**src/rtl/mod_counter.sv**
```systemverilog
// ============================================================================
// Module   : mod_counter
// Brief    : Modulo up/down counter with runtime limit and wrap/saturate/one-shot modes.
// Revision : 1.0 - initial release
// ============================================================================
`default_nettype none

module mod_counter #(
    parameter int width_p = 8
) (
    input  logic               clk_i,
    input  logic               reset_i,
    input  logic               clear_i,
    input  logic               load_i,
    input  logic [width_p-1:0] load_val_i,
    input  logic               en_i,
    input  logic               up_i,
    input  logic [1:0]         mode_i,
    input  logic [width_p-1:0] limit_i,
    output logic [width_p-1:0] count_o,
    output logic               wrap_o,
    output logic               done_o,
    output logic               tc_o
);

    localparam logic [1:0] c_MODE_SAT  = 2'b01;
    localparam logic [1:0] c_MODE_ONCE = 2'b10;

    typedef enum logic [0:0] {
        S_RUN  = 1'b0,
        S_DONE = 1'b1
    } state_t;

    state_t             r_state;
    state_t             w_state_nxt;
    logic [width_p-1:0] r_count;
    logic [width_p-1:0] w_count_nxt;
    logic               r_wrap;
    logic               w_wrap_nxt;
    logic               w_is_wrap;
    logic               w_is_sat;

    // Mode 11 is deliberately folded into wrap.
    assign w_is_sat  = (mode_i == c_MODE_SAT);
    assign w_is_wrap = (mode_i != c_MODE_SAT) && (mode_i != c_MODE_ONCE);

    always_ff @(posedge clk_i or posedge reset_i) begin
        if (reset_i) begin
            r_state <= S_RUN;
            r_count <= '0;
            r_wrap  <= 1'b0;
        end else begin
            r_state <= w_state_nxt;
            r_count <= w_count_nxt;
            r_wrap  <= w_wrap_nxt;
        end
    end

    always_comb begin
        w_state_nxt = r_state;
        w_count_nxt = r_count;
        w_wrap_nxt  = 1'b0;
        if (clear_i) begin
            w_state_nxt = S_RUN;
            w_count_nxt = '0;
        end else if (load_i) begin
            w_state_nxt = S_RUN;
            w_count_nxt = (load_val_i > limit_i) ? limit_i : load_val_i;
        end else if (en_i && (r_state == S_RUN)) begin
            if (up_i) begin
                if (r_count >= limit_i) begin
                    if (w_is_wrap) begin
                        w_count_nxt = '0;
                        w_wrap_nxt  = 1'b1;
                    end else begin
                        w_count_nxt = limit_i;
                        if (!w_is_sat) begin
                            w_state_nxt = S_DONE;
                        end
                    end
                end else begin
                    w_count_nxt = r_count + 1'b1;
                end
            end else begin
                // A limit lowered below the count snaps back silently.
                if (r_count > limit_i) begin
                    w_count_nxt = limit_i;
                end else if (r_count == '0) begin
                    if (w_is_wrap) begin
                        w_count_nxt = limit_i;
                        w_wrap_nxt  = 1'b1;
                    end else if (!w_is_sat) begin
                        w_state_nxt = S_DONE;
                    end
                end else begin
                    w_count_nxt = r_count - 1'b1;
                end
            end
        end
    end

    assign count_o = r_count;
    assign wrap_o  = r_wrap;
    assign done_o  = (r_state == S_DONE);
    assign tc_o    = up_i ? (r_count >= limit_i) : (r_count == '0);

endmodule

`default_nettype wire
```
**config.mk**
```make
export PLATFORM = sky130hd
export DESIGN_NAME = mod_counter
export DESIGN_NICKNAME = d
export VERILOG_FILES = /design/src/rtl/mod_counter.sv
export SDC_FILE = /design/constraint.sdc
export NUM_CORES = 1
export LEC_CHECK = 0
export CAP_MARGIN = 10
export CORE_ASPECT_RATIO = 0.6
export CORE_MARGIN = 2
export CORE_UTILIZATION = 29
export CTS_CLUSTER_DIAMETER = 200
export CTS_CLUSTER_SIZE = 30
export DETAILED_ROUTE_END_ITERATION = 12
export SETUP_SLACK_MARGIN = 0.4
export SKIP_LAST_GASP = 1
export SLEW_MARGIN = 15
export SYNTH_ARGS = -nofsm -noshare
export SYNTH_HDL_FRONTEND = slang
export SYNTH_SLANG_ARGS = --single-unit
```
**constraint.sdc**
```tcl
create_clock -name clk_i -period 5.55 [get_ports clk_i]
set_input_delay 1.3875 -clock clk_i [delete_from_list [all_inputs] [get_ports clk_i]]
set_output_delay 1.3875 -clock clk_i [all_outputs]
set_load 0.01 [all_outputs]
```
==> flow_summary.yaml, run 1 <==
placed_design:
  hpwl_microns: 3640
  port_buffers: 34
  place_inst: 280
  gp_congestion: 0.865
  placed_area_sq_um: 1940
drt:
  drtIter0Drc: 110
  vias: 1511
  drt.antenna.violating_nets: 0
  drt-total-wl_microns: 4380
  wl_per_cell_microns: 15.4
  firstDrtPassIters: 4
  viasPerCell: 5.32
  drc: 0
cts:
  clock_latency_ns: 0.24
  post_cts_buffers: 0
  post_cts_resized: 0
  numCtsBuffers: 3
  cts-htree-levels: 1
  ctsRootBufferMaster: "clkbuf_8"
  clock-sinks: 10
  cts_tree: "yes"
  clk_pin_slew_ns: 0.05
  holdBufCountCts: 0
  clockBufferDepth: 2
synth:
  synth_area_sq_um: 1580
  synth_top_cell_by_area: "dfrtp_1"
  synthFlopType: "dfrtp_1"
  syn-num-nets: 232
  synth-seq-area-share: 0.158
  avgSynthCellArea_sq_um: 8.41
  synth-async-reset-ratio: 1.00
  synth_top_area_share: 0.158
  ys_types: 45
  synth_cells: 188
  yosys-top-cells-count: "ha_1, inv_1, nand2_1, nor2_1"
  ys.warnings.count: 0
  synth-edff-count: 0
  synthTopCellsByArea: "dfrtp_1, ha_1, mux2i_1"
  ys_ff_latch: 10
  synth.most_common_cell: "ha_1"
critical_path:
  worstSetupStartpointType: "input pin"
  critPathBufInv: 3
  max_stage_delay_ns: 0.50
  critPathMostFrequentCell: "clkdlybuf4s50_1"
  cpMaxStageDelayCell: "clkdlybuf4s50_1"
  crit_fanout: 6
  cp_top_family: "buffers and inverters"
  crit_type: "input pin to output port"
  endpoint_kind: "output port"
  arrival_ns: 3.58
  path_cells: "clkdlybuf4s50_1 -> inv_1 -> ha_1 -> nor2b_1 -> o211a_1 -> o21ba_2 -> nor2_2 -> o21bai_1 -> clkdlybuf4s50_1"
  worstPathRequired_ns: 4.16
global_routing:
  grt_overflow: 0
  grt_max_degree: 15
  grt_pass1_vias: 1429
  grt_pass1_wl_microns: 7220
  grtUsageTotal: 0.153
  antenna_found_initial: 0
timing:
  finalMaxSlewViolations: 0
  slew_headroom: 0.514
  fin_crit_sh: 0.894
  tns_ns: 0
  fin_worst_skew_ns: 0.00298
  rsz0062_at_grt: "false"
  fmax_mhz: 201
  tightest_slew_ns: 0.727
  setup_viol_count_final: 0
  hold_viol: 0
  final.min_clock_period_ns: 4.96
final_layout:
  finalCoreUtilization: 0.387
  finalNonFillerCells: 284
  area_delta_synth_final_pct: 26.2
  final_layout_size_suffix_gt1_frac: 0.0734
  layout.nets: 263
  filler_cell_count: 548
  antenna_cells: 0
  final_area_sq_um: 1990
status:
  status: "complete, no violations"
floorplanning:
  io_pins: 35
  fp-row-count: 20
  start_util: 0.307
  die_area_sq_um: 6080
  core_sq_um: 5150
  die_w_microns: 99.3
  fp.dieH_microns: 61.2
power_and_ir_drop:
  vdd_drop_max_mv: 0.0618
  leakagePower_nw: 0.860
  power_uw: 415
  powerDensity_nw_per_um2: 208
flow_run:
  cap_violations: 0
min_path:
  hp-class: "flop to flop"
-- layer usage --
layer	track usage	wire length, microns	up-vias
li1	-	-	757
met1	0.242	2340	697
met2	0.224	1760	54
met3	0.0148	258	3
met4	0.0352	30	0
met5	0	0	-
-- power breakdown --
group / switching (mW) / internal [mW] / leakage (nW) / total [mW]
clock: 0.0300 / 0.0625 / 0.0288 / 0.0924
sequential: 0.0238 / 0.0800 / 0.133 / 0.104
combinational: 0.114 / 0.105 / 0.699 / 0.219
total: 0.168 / 0.248 / 0.860 / 0.415
-- worst min-delay path, cell delays in order, from the launching register on --
cell,delay [ns]
dfrtp_1,0.39
a31oi_1,0.06
nor3_1,0.14
-- worst paths after layout --
check | slack [ns] | endpoint | from | cells past startpoint
max | 0.59 | tc_o | limit_i[1] | 9
min | 0.65 | done_o | done_o | 2
max reg2reg | 2.64 | count_o[6] | count_o[0] | 8
min reg2reg | 0.65 | done_o | done_o | 2
max in group asynchronous | 3.86 | count_o[2] | reset_i | 2
min in group asynchronous | 1.42 | done_o | reset_i | 2
-- sequential cells by signal, summed over array words and instances (netlist names) --
name	cells
count_o	8
wrap_o	1
done_o	1
-- cells in the final DEF, fill, tap and decap left out, drive strengths merged, types with 5 or more instances in the layout --
cell	n
dfrtp	10
o221ai	8
inv	16
nand3	8
nand2	13
o21ai	11
nor2	15
xnor2	8
a211oi	8
mux2i	10
a21oi	5
ha	20
clkdlybuf4s50	34
-- area by class of cell --
type,count,area [sq um],share of cell area
clock buffers,4,55.1,0.0276
flip-flops and latches,10,250,0.125
multi-input cells,153,1200,0.601
repair buffers,35,348,0.174
inverters,16,60.1,0.0301
well taps,66,82.6,0.0414
-- cells by family (layout without fill, tap and decap cells) --
family	count (synthesis)	in the layout	share of synthesized area
AND/OR/NAND/NOR	60	60	0.222
AO/OA/AOI/OAI	50	50	0.241
buffers and inverters	25	55	0.0831
adder cells (fa/ha/maj)	20	20	0.158
XOR/XNOR	12	12	0.0665
multiplexers	11	11	0.0705
flip-flops	10	10	0.158
-- through the flow --
step / setup slack, ns / hold WS [ns]
after floorplan: 1.43 / 0.615
after global placement: 0.611 / 0.637
after detailed placement: 0.574 / 0.662
after CTS: 0.573 / 0.647
after global routing: 0.430 / 0.671
final: 0.586 / 0.648
No activity file was read; power rests on OpenSTA's default activity.
==> inputs of run 2 (changes only) <==
--- a/config.mk
+++ b/config.mk
@@ -7,11 +7,12 @@
 export LEC_CHECK = 0
 export CAP_MARGIN = 10
 export CORE_ASPECT_RATIO = 0.6
-export CORE_MARGIN = 2
+export CORE_MARGIN = 1.5
 export CORE_UTILIZATION = 29
 export CTS_CLUSTER_DIAMETER = 200
 export CTS_CLUSTER_SIZE = 30
 export DETAILED_ROUTE_END_ITERATION = 12
+export PLACE_DENSITY = 0.53
 export SETUP_SLACK_MARGIN = 0.4
 export SKIP_LAST_GASP = 1
 export SLEW_MARGIN = 15
==> run 2 against run 1 <==
  * Combinational power barely moved
  * First-iteration DRC count rose by 42%
  * Register-to-register slack got worse by 0.03 ns
  * Hold slack got worse by 0.020 ns
  * Die area fell by 2.6%
  * Clock skew fell by 0.0011 ns
  * Sequential cell count did not move
  * Routed wire length rose by 6.8%
  * Cell count fell by 0.35%
  * Count of clock-buffer cells in the layout fell by 1
  * Fmax fell by 0.17%
  * Clock power fell by 16%
==> flow_summary.yaml, run 2 (synthesis results as in run 1) <==
placed_design:
  placed_area_sq_um: 1940
  place_inst: 280
  place_ws_ns: 0.592
  gp_congestion: 0.807
  port_buffers: 34
  hpwl_microns: 3790
global_routing:
  antenna_found_initial: 0
  grt_overflow: 0
  grt_pass1_vias: 1362
  grt_pass1_wl_microns: 7310
  grtUsageTotal: 0.162
  grt_max_degree: 15
floorplanning:
  fp.dieH_microns: 60.2
  die_w_microns: 98.3
  fp-row-count: 20
  io_pins: 35
  die_area_sq_um: 5920
  core_sq_um: 5150
  start_util: 0.307
cts:
  holdBufCountCts: 0
  numCtsBuffers: 3
  clock-sinks: 10
  cts-htree-levels: 1
  post_cts_resized: 0
  post_cts_buffers: 0
  cts_tree: "yes"
  clockBufferDepth: 2
  clock_latency_ns: 0.24
  clk_pin_slew_ns: 0.05
  ctsRootBufferMaster: "clkbuf_8"
final_layout:
  area_delta_synth_final_pct: 25.3
  final_area_sq_um: 1980
  layout_common_cells: "clkdlybuf4s50_1, ha_1, inv_1"
  final_layout_size_suffix_gt1_frac: 0.0691
  largest_reg_flops: 8
  antenna_cells: 0
  final_common_cell: "clkdlybuf4s50_1"
  layout.nets: 263
  finalCoreUtilization: 0.384
  filler_cell_count: 532
  finalNonFillerCells: 283
timing:
  tightest_slew_ns: 0.806
  hold-worst-slack_ns: 0.628
  fin_crit_sh: 0.896
  rsz0062_at_grt: "false"
  setup_viol_count_final: 0
  finalMaxSlewViolations: 0
  tns_ns: 0
  fin_worst_skew_ns: 0.00190
  final.min_clock_period_ns: 4.97
  fmax_mhz: 201
  slew_headroom: 0.461
  fin_ws_ns: 0.578
  hold_viol: 0
critical_path:
  rrSetupSlack_ns: 2.61
  path_cells: "clkdlybuf4s50_1 -> inv_1 -> ha_1 -> nor2b_1 -> o211a_1 -> o21ba_2 -> nor2_2 -> o21bai_1 -> clkdlybuf4s50_1"
  max_stage_delay_ns: 0.50
  arrival_ns: 3.58
  worstPathRequired_ns: 4.16
  endpoint_kind: "output port"
  critPathMostFrequentCell: "clkdlybuf4s50_1"
  r2r_end: "count_o[7]"
  crit_type: "input pin to output port"
  worstRegToRegCells: 8
  crit_fanout: 6
  cpMaxStageDelayCell: "clkdlybuf4s50_1"
  r2r_start: "count_o[0]"
  worstSetupStartpointType: "input pin"
  endpoint: "tc_o"
  startpoint: "limit_i[1]"
power_and_ir_drop:
  pwr-share-clk: 0.192
  p_switching_uw: 172
  p_int_uw: 233
  comb_power_share: 0.549
  power_frac_seq: 0.259
  powerDensity_nw_per_um2: 204
  vdd_drop_max_mv: 0.0635
  swShare: 0.425
  leakagePower_nw: 0.853
  power_uw: 405
drt:
  drc: 0
  drt.antenna.violating_nets: 0
  wl_met2_microns: 1630
  firstDrtPassIters: 5
  vias: 1535
  wl_per_cell_microns: 16.5
  wl_met3_microns: 449
  drt-total-wl_microns: 4680
  top_layer: "met4"
  drtIter0Drc: 156
  wl_met1_microns: 2550
  viasPerCell: 5.42
min_path:
  hp-start: "done_o"
  hp-class: "flop to flop"
flow_run:
  cap_violations: 0
status:
  status: "complete, no violations"
run 2: final cells by class:
cell class | instances | area, sq um | share of cell area
multi-input cells | 153 | 1200 | 0.605
repair buffers | 35 | 348 | 0.176
flip-flops and latches | 10 | 250 | 0.126
well taps | 66 | 82.6 | 0.0417
inverters | 16 | 60.1 | 0.0303
clock buffers | 3 | 41.3 | 0.0208
run 2: power by group through the flow:
| stage | clock [mW] | combinational (mW) | sequential (mW) |
|---|---|---|---|
| 2_1_floorplan | 0 | 0.156 | 0.0953 |
| 3_3_place_gp | 0 | 0.221 | 0.106 |
| 3_5_place_dp | 0 | 0.219 | 0.105 |
| 4_1_cts | 0.0781 | 0.220 | 0.104 |
| 5_1_grt | 0.0810 | 0.242 | 0.107 |
| 6_report | 0.0779 | 0.222 | 0.105 |
run 2: metal layers:
metal  GRT usage  vias to the layer above
met2       0.199                       67
met4      0.0523                        0
li1            -                      755
met3      0.0316                        5
met5           0                        -
met1       0.264                      708
run 2: how the worst min path moves through the flow:
stage	endpoint	slack (ns)	cells after the start
6_report	done_o	0.63	2
5_1_grt	done_o	0.70	2
4_1_cts	done_o	0.63	2
3_5_place_dp	done_o	0.62	2
3_3_place_gp	done_o	0.63	2
2_1_floorplan	done_o	0.61	2
run 2: worst max-delay path: cells and delay by family:
kind | cells | cell delay, ns
buf+inv | 3 | 1.07
compound gates | 3 | 0.56
fa+ha+maj | 1 | 0.31
simple gates | 2 | 0.25
==> inputs of run 3 (changes only) <==
--- a/config.mk
+++ b/config.mk
@@ -19,3 +19,4 @@
 export SYNTH_ARGS = -nofsm -noshare
 export SYNTH_HDL_FRONTEND = slang
 export SYNTH_SLANG_ARGS = --single-unit
+export TNS_END_PERCENT = 100
==> results of run 3 <==
The final DEF is identical to that of run 2; final timing and power are the same.
